## src/rtl/des_round_sequencer_if.sv

```systemverilog
// ---------------------------------------------------------------------------
// des_round_sequencer_if
// Bundle of the sequencer's request inputs and the control outputs it drives
// toward the DES subkey generator and the Feistel datapath.
//   start, decrypt        : block request and mode (requester -> sequencer)
//   busy, done            : operation status
//   load_block, round_en,
//   last_round            : Feistel datapath strobes
//   round_count, key_count,
//   cnt_rollover,
//   key_rollover, reverse : subkey generator controls
// master = requester side, slave = sequencer side.
// ---------------------------------------------------------------------------
interface des_round_sequencer_if;
    logic       start;
    logic       decrypt;
    logic       busy;
    logic       load_block;
    logic [4:0] round_count;
    logic [1:0] key_count;
    logic       cnt_rollover;
    logic       key_rollover;
    logic       reverse;
    logic       round_en;
    logic       last_round;
    logic       done;

    modport master (
        output start, decrypt,
        input  busy, load_block, round_count, key_count, cnt_rollover,
               key_rollover, reverse, round_en, last_round, done
    );

    modport slave (
        input  start, decrypt,
        output busy, load_block, round_count, key_count, cnt_rollover,
               key_rollover, reverse, round_en, last_round, done
    );
endinterface

```

## src/rtl/des_round_sequencer.sv

```systemverilog
// ---------------------------------------------------------------------------
// des_round_sequencer
// Steps one block through a single-DES pass (TRIPLE=0) or an EDE triple-DES
// operation (TRIPLE=1, three passes). Drives the subkey generator counters
// and tells the Feistel datapath when to load, apply a round and finish.
// Ports:
//   clk  : system clock, all state on the rising edge
//   rst  : synchronous active-high reset, abandons any in-flight block
//   bus  : des_round_sequencer_if.slave (start/decrypt in, controls out)
// Parameters:
//   NUM_ROUNDS : Feistel rounds per pass (1..31), round_count spans 0..NUM_ROUNDS
//   TRIPLE     : 1 = three passes (key_count 0,1,2), 0 = one pass
// ---------------------------------------------------------------------------
module des_round_sequencer #(
    parameter int NUM_ROUNDS = 16,
    parameter int TRIPLE     = 1
) (
    input  logic                        clk,
    input  logic                        rst,
    des_round_sequencer_if.slave        bus
);

    localparam logic [1:0] IDLE  = 2'd0;
    localparam logic [1:0] RUN   = 2'd1;
    localparam logic [1:0] DRAIN = 2'd2;
    localparam logic [1:0] DONE  = 2'd3;

    localparam logic [4:0] LP_LAST_RC = 5'(NUM_ROUNDS);
    localparam logic [4:0] LP_PRE_RC  = 5'(NUM_ROUNDS - 1);
    localparam logic [1:0] LP_LAST_KC = (TRIPLE != 0) ? 2'd2 : 2'd0;

    logic [1:0] r_state;
    logic [4:0] r_round_count;
    logic [1:0] r_key_count;
    logic       r_decrypt;
    logic       r_busy;
    logic       r_load_block;
    logic       r_cnt_rollover;
    logic       r_key_rollover;
    logic       r_round_en;
    logic       r_last_round;
    logic       r_done;

    logic       w_run;
    logic       w_rc_last;
    logic       w_rc_pre;

    assign w_run     = (r_state == RUN);
    assign w_rc_last = (r_round_count == LP_LAST_RC);
    assign w_rc_pre  = (r_round_count == LP_PRE_RC);

    always_ff @(posedge clk) begin
        if (rst) begin
            r_state        <= IDLE;
            r_round_count  <= 5'd0;
            r_key_count    <= 2'd0;
            r_decrypt      <= 1'b0;
            r_busy         <= 1'b0;
            r_load_block   <= 1'b0;
            r_cnt_rollover <= 1'b0;
            r_key_rollover <= 1'b0;
            r_round_en     <= 1'b0;
            r_last_round   <= 1'b0;
            r_done         <= 1'b0;
        end else begin
            r_load_block   <= 1'b0;
            r_cnt_rollover <= 1'b0;
            r_key_rollover <= 1'b0;
            r_done         <= 1'b0;
            // The subkey for round i is valid one cycle after round_count==i,
            // so the round strobe trails the counter by one cycle and skips
            // the key-load cycle (round_count==0).
            r_round_en     <= w_run && (r_round_count != 5'd0);
            r_last_round   <= w_run && w_rc_last;

            case (r_state)
                IDLE: begin
                    if (bus.start) begin
                        r_state       <= RUN;
                        r_decrypt     <= bus.decrypt;
                        r_busy        <= 1'b1;
                        r_load_block  <= 1'b1;
                        r_round_count <= 5'd0;
                        r_key_count   <= 2'd0;
                    end
                end
                RUN: begin
                    if (w_rc_last) begin
                        // Key generator updates on this same edge, so the
                        // next pass loads its key at round_count==0.
                        r_round_count <= 5'd0;
                        if (r_key_count == LP_LAST_KC) begin
                            r_key_count <= 2'd0;
                            r_state     <= DRAIN;
                        end else begin
                            r_key_count <= r_key_count + 2'd1;
                        end
                    end else begin
                        r_round_count <= r_round_count + 5'd1;
                        // Rollover strobes are registered, so they are
                        // armed one count early to land on round_count==NUM_ROUNDS.
                        r_cnt_rollover <= w_rc_pre;
                        r_key_rollover <= w_rc_pre && (r_key_count == LP_LAST_KC);
                    end
                end
                DRAIN: begin
                    r_state <= DONE;
                    r_done  <= 1'b1;
                end
                default: begin
                    // DONE: start is deliberately not sampled here.
                    r_state <= IDLE;
                    r_busy  <= 1'b0;
                end
            endcase
        end
    end

    assign bus.busy         = r_busy;
    assign bus.load_block   = r_load_block;
    assign bus.round_count  = r_round_count;
    assign bus.key_count    = r_key_count;
    assign bus.cnt_rollover = r_cnt_rollover;
    assign bus.key_rollover = r_key_rollover;
    assign bus.round_en     = r_round_en;
    assign bus.last_round   = r_last_round;
    assign bus.done         = r_done;
    // Middle pass of EDE runs the opposite direction of the outer passes.
    assign bus.reverse      = r_busy & (r_decrypt ^ (r_key_count == 2'd1));

endmodule

```

## src/flat_wrapper.sv

```systemverilog
// flat-port wrapper written by rule: the top's interface ports become plain ports
module des_round_sequencer_flat 
#(
    parameter int NUM_ROUNDS = 16,
    parameter int TRIPLE     = 1
)
  (clk, rst, bus_start, bus_decrypt, bus_busy, bus_load_block, bus_round_count, bus_key_count, bus_cnt_rollover, bus_key_rollover, bus_reverse, bus_round_en, bus_last_round, bus_done);
  des_round_sequencer_if bus_i ();
  input  logic clk;
  input  logic rst;
  input wire logic [$bits(bus_i.start)-1:0] bus_start;
  input wire logic [$bits(bus_i.decrypt)-1:0] bus_decrypt;
  output wire logic [$bits(bus_i.busy)-1:0] bus_busy;
  output wire logic [$bits(bus_i.load_block)-1:0] bus_load_block;
  output wire logic [$bits(bus_i.round_count)-1:0] bus_round_count;
  output wire logic [$bits(bus_i.key_count)-1:0] bus_key_count;
  output wire logic [$bits(bus_i.cnt_rollover)-1:0] bus_cnt_rollover;
  output wire logic [$bits(bus_i.key_rollover)-1:0] bus_key_rollover;
  output wire logic [$bits(bus_i.reverse)-1:0] bus_reverse;
  output wire logic [$bits(bus_i.round_en)-1:0] bus_round_en;
  output wire logic [$bits(bus_i.last_round)-1:0] bus_last_round;
  output wire logic [$bits(bus_i.done)-1:0] bus_done;
  assign bus_i.start = bus_start;
  assign bus_i.decrypt = bus_decrypt;
  assign bus_busy = bus_i.busy;
  assign bus_load_block = bus_i.load_block;
  assign bus_round_count = bus_i.round_count;
  assign bus_key_count = bus_i.key_count;
  assign bus_cnt_rollover = bus_i.cnt_rollover;
  assign bus_key_rollover = bus_i.key_rollover;
  assign bus_reverse = bus_i.reverse;
  assign bus_round_en = bus_i.round_en;
  assign bus_last_round = bus_i.last_round;
  assign bus_done = bus_i.done;
  des_round_sequencer #(.NUM_ROUNDS(NUM_ROUNDS), .TRIPLE(TRIPLE)) u_core (.clk(clk), .rst(rst), .bus(bus_i));
endmodule
```

## config.mk

```make
export PLATFORM = sky130hd
export DESIGN_NAME = des_round_sequencer_flat
export DESIGN_NICKNAME = d
export VERILOG_FILES = /design/src/rtl/des_round_sequencer_if.sv /design/src/rtl/des_round_sequencer.sv /design/src/flat_wrapper.sv
export SDC_FILE = /design/constraint.sdc
export NUM_CORES = 1
export LEC_CHECK = 0
export CAP_MARGIN = 20
export CORE_AREA = 2 2 48 50
export DETAILED_ROUTE_END_ITERATION = 8
export DIE_AREA = 0 0 50 52
export PLACE_DENSITY = 0.65
export SETUP_SLACK_MARGIN = 0.3
export SLEW_MARGIN = 20
export SYNTH_ARGS = -nofsm -noshare
export SYNTH_HDL_FRONTEND = slang
export SYNTH_SLANG_ARGS = --single-unit
```

## constraint.sdc

```tcl
create_clock -name clk -period 2.1 [get_ports clk]
set_clock_uncertainty 0.1 [all_clocks]
set_input_delay 0.21 -clock clk [delete_from_list [all_inputs] [get_ports clk]]
set_output_delay 0.21 -clock clk [all_outputs]
set_load 0.005 [all_outputs]
```

Yosys cells after proc, flatten, opt, wreduce, memory -nomap -nowiden:

Index checks and enable logic that the tools add are counted.

* output and inout port bits: 15
* flip-flop bits (word level): 17
* logic and storage cells: 56
* input port bits: 4

* reductions and logical operators: 14
* muxes and demuxes: 15
* bitwise gates (word level): 5
* equality and inequality tests: 9
* add/sub/neg operators: 2

Operator list (number)
* $mux 2: 6
* $mux 5: 2
* $pmux 5 s2: 1
* $ne 2x2->1 const B: 3
* $pmux 2 s3: 1
* $reduce_and 2->1: 3
* $reduce_and 3->1: 2
* $add 5x1->5 const B: 1
* $eq 5x4->1 const B: 1
* $eq 5x5->1 const B: 1
* $reduce_bool 5->1: 1
* $eq 2x1->1 const B: 2
* $eq 2x2->1 const B: 2
* $pmux 2 s2: 1
* $reduce_or 2->1: 2
* $logic_and 1x1->1: 3
* $mux 1: 3
* $not 1->1: 3
* $reduce_or 3->1: 1
* $add 2x1->2 const B: 1
* $logic_not 2->1: 1
* $pmux 1 s2: 1
* $reduce_bool 2->1: 1
* $and 1x1->1: 1
* $xor 1x1->1: 1

Depth between registers and ports, before layout:

* word-level depth: 4
* depth in mapped cells: 8
* depth with buffers taken out: 6

Worst setup path after synthesis:

Ideal clock, no wire load.

* path type: register to register
* from: reg u_core.r_state[0]
* to: reg u_core.r_state[0]
* path buffers: 1
* path slack: 0.337 ns
* clock period less this slack: 1.763 ns
* data required time: 1.879 ns
* cell stages (with the launch flop): 8
* arrival time: 1.542 ns
* path through: dfxtp_1 -> inv_1 -> ha_1 -> buf_6 -> or2b_1 -> nand3_1 -> a21boi_1 -> mux2_2

* cells in the longest elaborated chain, start to end: 3
* elaborated cells between the ends (all ways): 8
* classes of those cells: eq/ne (5); mux (1); reduce/logical (2)

RTL lines
* from (decl): RTL line des_round_sequencer.sv:32 `logic [1:0] r_state;`
* from (signal assigned): RTL line des_round_sequencer.sv:54 `r_state <= IDLE;`
* from (signal assigned): RTL line des_round_sequencer.sv:79 `r_state <= RUN;`
* from (signal assigned): RTL line des_round_sequencer.sv:94 `r_state <= DRAIN;`
* $eq 2x1->1 or $logic_not 2->1 (tied branches): RTL line des_round_sequencer.sv:76 `case (r_state)`
* $ne 2x2->1 (no line)
* $reduce_and 3->1 (no line)

Parallel ways exist; a longest one is shown, timed or not.
A chain may end at the register's enable or synchronous reset.

Final worst setup path:

* from: reg u_core.r_round_count[1] (netlist: u_core.bus.round_count[1])
* to: reg u_core.r_state[0]

* cells in the longest elaborated chain, start to end: 3

RTL lines
* from (decl): RTL line des_round_sequencer.sv:33 `logic [4:0] r_round_count;`
* from (signal assigned): RTL line des_round_sequencer.sv:99 `r_round_count <= r_round_count + 5'd1;`
* $eq 5x5->1: RTL line des_round_sequencer.sv:49 `assign w_rc_last = (r_round_count == LP_LAST_RC);`
* $ne 2x2->1 (no line)
* $reduce_and 3->1 (no line)

Every way passes these cells.

==> key figures <==
Outcome
  – Status: complete, no violations

Global routing
  – M3 GR Usage: 3.45%
  – Largest net degree at the start of global routing: 12
  – Gr ovfl total: 0
  – GR Util met1: between 10% and 20%
  – Antenna violations before repair: 0
  – Grt peak-use layer: met2
  – Vias in the first global route: 656
  – First-pass GRT wire length: 2.69 mm
  – Met2 usage: 22.6%
  – GRT Total Usage: roughly 14%

Logic synthesis
  – Post-Syn Instances: slightly below 100
  – Synth area leaders: dfxtp_1, ha_1, buf_6, nor2_1, a21oi_1
  – Synth unique cells: 28
  – Post-synth top area share: roughly two fifths
  – Syn Nets: 108
  – Sequential share of the synthesized area: slightly below 40%
  – Yosys top cell by area: dfxtp_1
  – Netlist Area Pre-Place: 875 µm²
  – Syn_area_per_cell: 9.02 µm²
  – Synthesis Warnings: 0
  – Yosys reg bits: 17

Timing
  – Hold Vio Cnt, Final: 0
  – Min Hold Slack: 0.369 ns
  – # setup viols final: 0
  – Slew @ Worst Pin: 0.394 ns
  – Final worst slack: 0.347 ns
  – Final Cycle Share: 83.5%
  – Slew Limit Headroom: roughly three quarters
  – Unrepaired setup endpoints after global routing: true
  – Fin. max-slew vios: 0
  – Total negative slack: 0 ns
  – Post-layout min period: 1.75 ns
  – Fmax: 570 MHz

Setup path
  – Worst setup path end: u_core.r_state[0]
  – Worst r2r src: u_core.bus.round_count[1]
  – Critical path arrival: about 1.8 ns
  – Reg-to-reg endpoint: u_core.r_state[0]
  – Crit path launch type: flip-flop
  – Worst Setup End Kind: flip-flop
  – Reg-to-reg setup timing slack: 0.35 ns
  – Crit-path max FO: 5
  – CP Class: reg2reg
  – CP startpoint: u_core.bus.round_count[1]
  – Worst r2r path cells: 6
  – CP Data Required Time: 2.18 ns

Clock tree
  – CTS tree: done
  – Clk pin slew, worst setup/hold paths: about 0.09 ns
  – H-Tree Level Count: 1
  – Clock Tree Buf Depth: 2
  – Worst-Skew Late Latency: 0.28 ns
  – CTS Root Cell: clkbuf_4
  – CTS Buf Count: 3
  – Clock sinks: 17
  – Hold_buf cts: 0

Placement
  – Port Buffers: 18
  – DP Worst Slack: 0.166 ns
  – Cells after DPL: 141
  – Area after DPL: 1060 µm²
  – Routability congestion estimate: 0.801
  – Dpl hpwl: about 1.2 mm

Die
  – Row cnt: 17
  – Die width: about 50 µm
  – Die area: 2600 µm²
  – Initial core utilization: 41.5%
  – DIE HEIGHT: roughly 52 µm
  – Core area: 2110 µm²
  – IO Count: 19

Drt
  – Drt drc: 0
  – Via-per-instance ratio: roughly 5
  – Vias: 748
  – Wire per inst: 11.0 µm
  – Antenna Violating Nets Remaining: 0
  – DRT iter0 DRCs: 16
  – Final WL: 1.64 mm
  – First-pass iteration count of the detailed router: 4

Job
  – Max-cap violations: 0

Worst hold path
  – Worst hold-check path type: reg2reg
  – Hold path cells: 2

Power
  – Max VDD drop: 0.788 mV
  – PD cells: a little under 900 nW/µm²
  – Pleak: 0.000451 µW

Finish
  – Final Net Count: 133
  – Commonest non-fill, non-tap cell in the layout: clkdlybuf4s50_1
  – Antenna diodes: 0
  – Final Instance Area: 1190 µm²
  – Layout area overhead: 36.1%
  – Leading cell types in the layout, fill and taps excluded: clkdlybuf4s50_1, dfxtp_1, nor2_1, nand3_1
  – Non-filler cells in the finished layout: 149
  – Fraction of layout cells with a size suffix above 1: 24.0%
-- registers in the layout (all words and copies together) (netlist names) --
name / flops
u_core.bus.round_en: 1
u_core.bus.key_count: 2
u_core.bus.key_rollover: 1
u_core.r_state: 2
u_core.bus.cnt_rollover: 1
u_core.bus.last_round: 1
u_core.bus.busy: 1
u_core.bus.load_block: 1
u_core.r_decrypt: 1
u_core.bus.done: 1
u_core.bus.round_count: 5
-- layout make-up --
cell class | count | area [µm²]
clock buffers | 4 | 26.3
fillers | 191 | 916
inverters | 7 | 26.3
multi-input cells | 69 | 518
flip-flops and latches | 17 | 353
well taps | 28 | 35.0
repair buffers | 24 | 231
-- report_power, final --
group / internal (µW) / switching, µW
sequential: 369 / 37.8
combinational: 244 / 227
clock: 73.7 / 95.1
-- cell usage after synthesis --
library cell / count
nor4b_1: 1
a21oi_1: 7
mux2i_1: 3
nor2_1: 10
dfxtp_1: 17
a21boi_1: 1
xor2_1: 1
and3_1: 1
o21ai_0: 3
nor3_1: 2
and2_1: 2
or2b_1: 1
a31oi_1: 1
nand2b_1: 3
ha_1: 7
or3_2: 2
nor3b_1: 1
or4b_1: 1
nand2_1: 6
or4_1: 1
and4bb_2: 1
buf_6: 4
mux2_2: 1
o221ai_1: 1
nor2b_1: 4
nand3_1: 7
nand4bb_2: 1
inv_1: 7
-- through the flow --
step / power [µW] / utilization [%]
finish: 1050 / 56.5
global route: 1130 / 56.5
CTS: 997 / 53.5
detailed placement: 776 / 50.3
global placement: 762 / 50.3
floorplan: 710 / -
-- cells by family after synthesis --
logic type                 Yosys count  synth area share (%)
adders and majority gates            7                  10.0
AOI/OAI and AO/OA                   13                  8.30
xor gates and xnor gates             1                  1.00
and+or+nand+nor                     44                  28.9
buffers and inverters               11                  8.15
DFF                                 17                  38.9
muxes                                4                  4.72
-- worst max-delay path, stage by stage, from the launching register on --
cell      delay [ns]
dfxtp_2         0.39
inv_1           0.07
ha_1            0.21
and4bb_2        0.26
nand3_1         0.06
a21boi_2        0.21
mux2_2          0.35
-- worst min path at each step --
stage                             endpoint  slack [ns]        startpoint
after floorplan            u_core.bus.done        0.18               rst
after global placement    u_core.r_decrypt        0.35  u_core.r_decrypt
after detailed placement  u_core.r_decrypt        0.36  u_core.r_decrypt
after CTS                 u_core.r_decrypt        0.37       bus_decrypt
after global routing      u_core.r_decrypt        0.38       bus_decrypt
final                     u_core.r_decrypt        0.37  u_core.r_decrypt
-- repair_timing --
| action | 4_1_cts | 5_1_grt |
|---|---|---|
| buffers inserted | 1 | 3 |
| gates resized for setup | 11 | 12 |
| setup endpoints to repair | 8 | 5 |
| pin swaps | 0 | 2 |
-- routing by layer --
metal | up-vias | part of all wire (%)
li1 | 376 | -
met1 | 354 | 45
met2 | 14 | 51
met3 | 4 | 2.6
met4 | 0 | 1.4
met5 | - | 0
(Power assumes the default switching activity.)
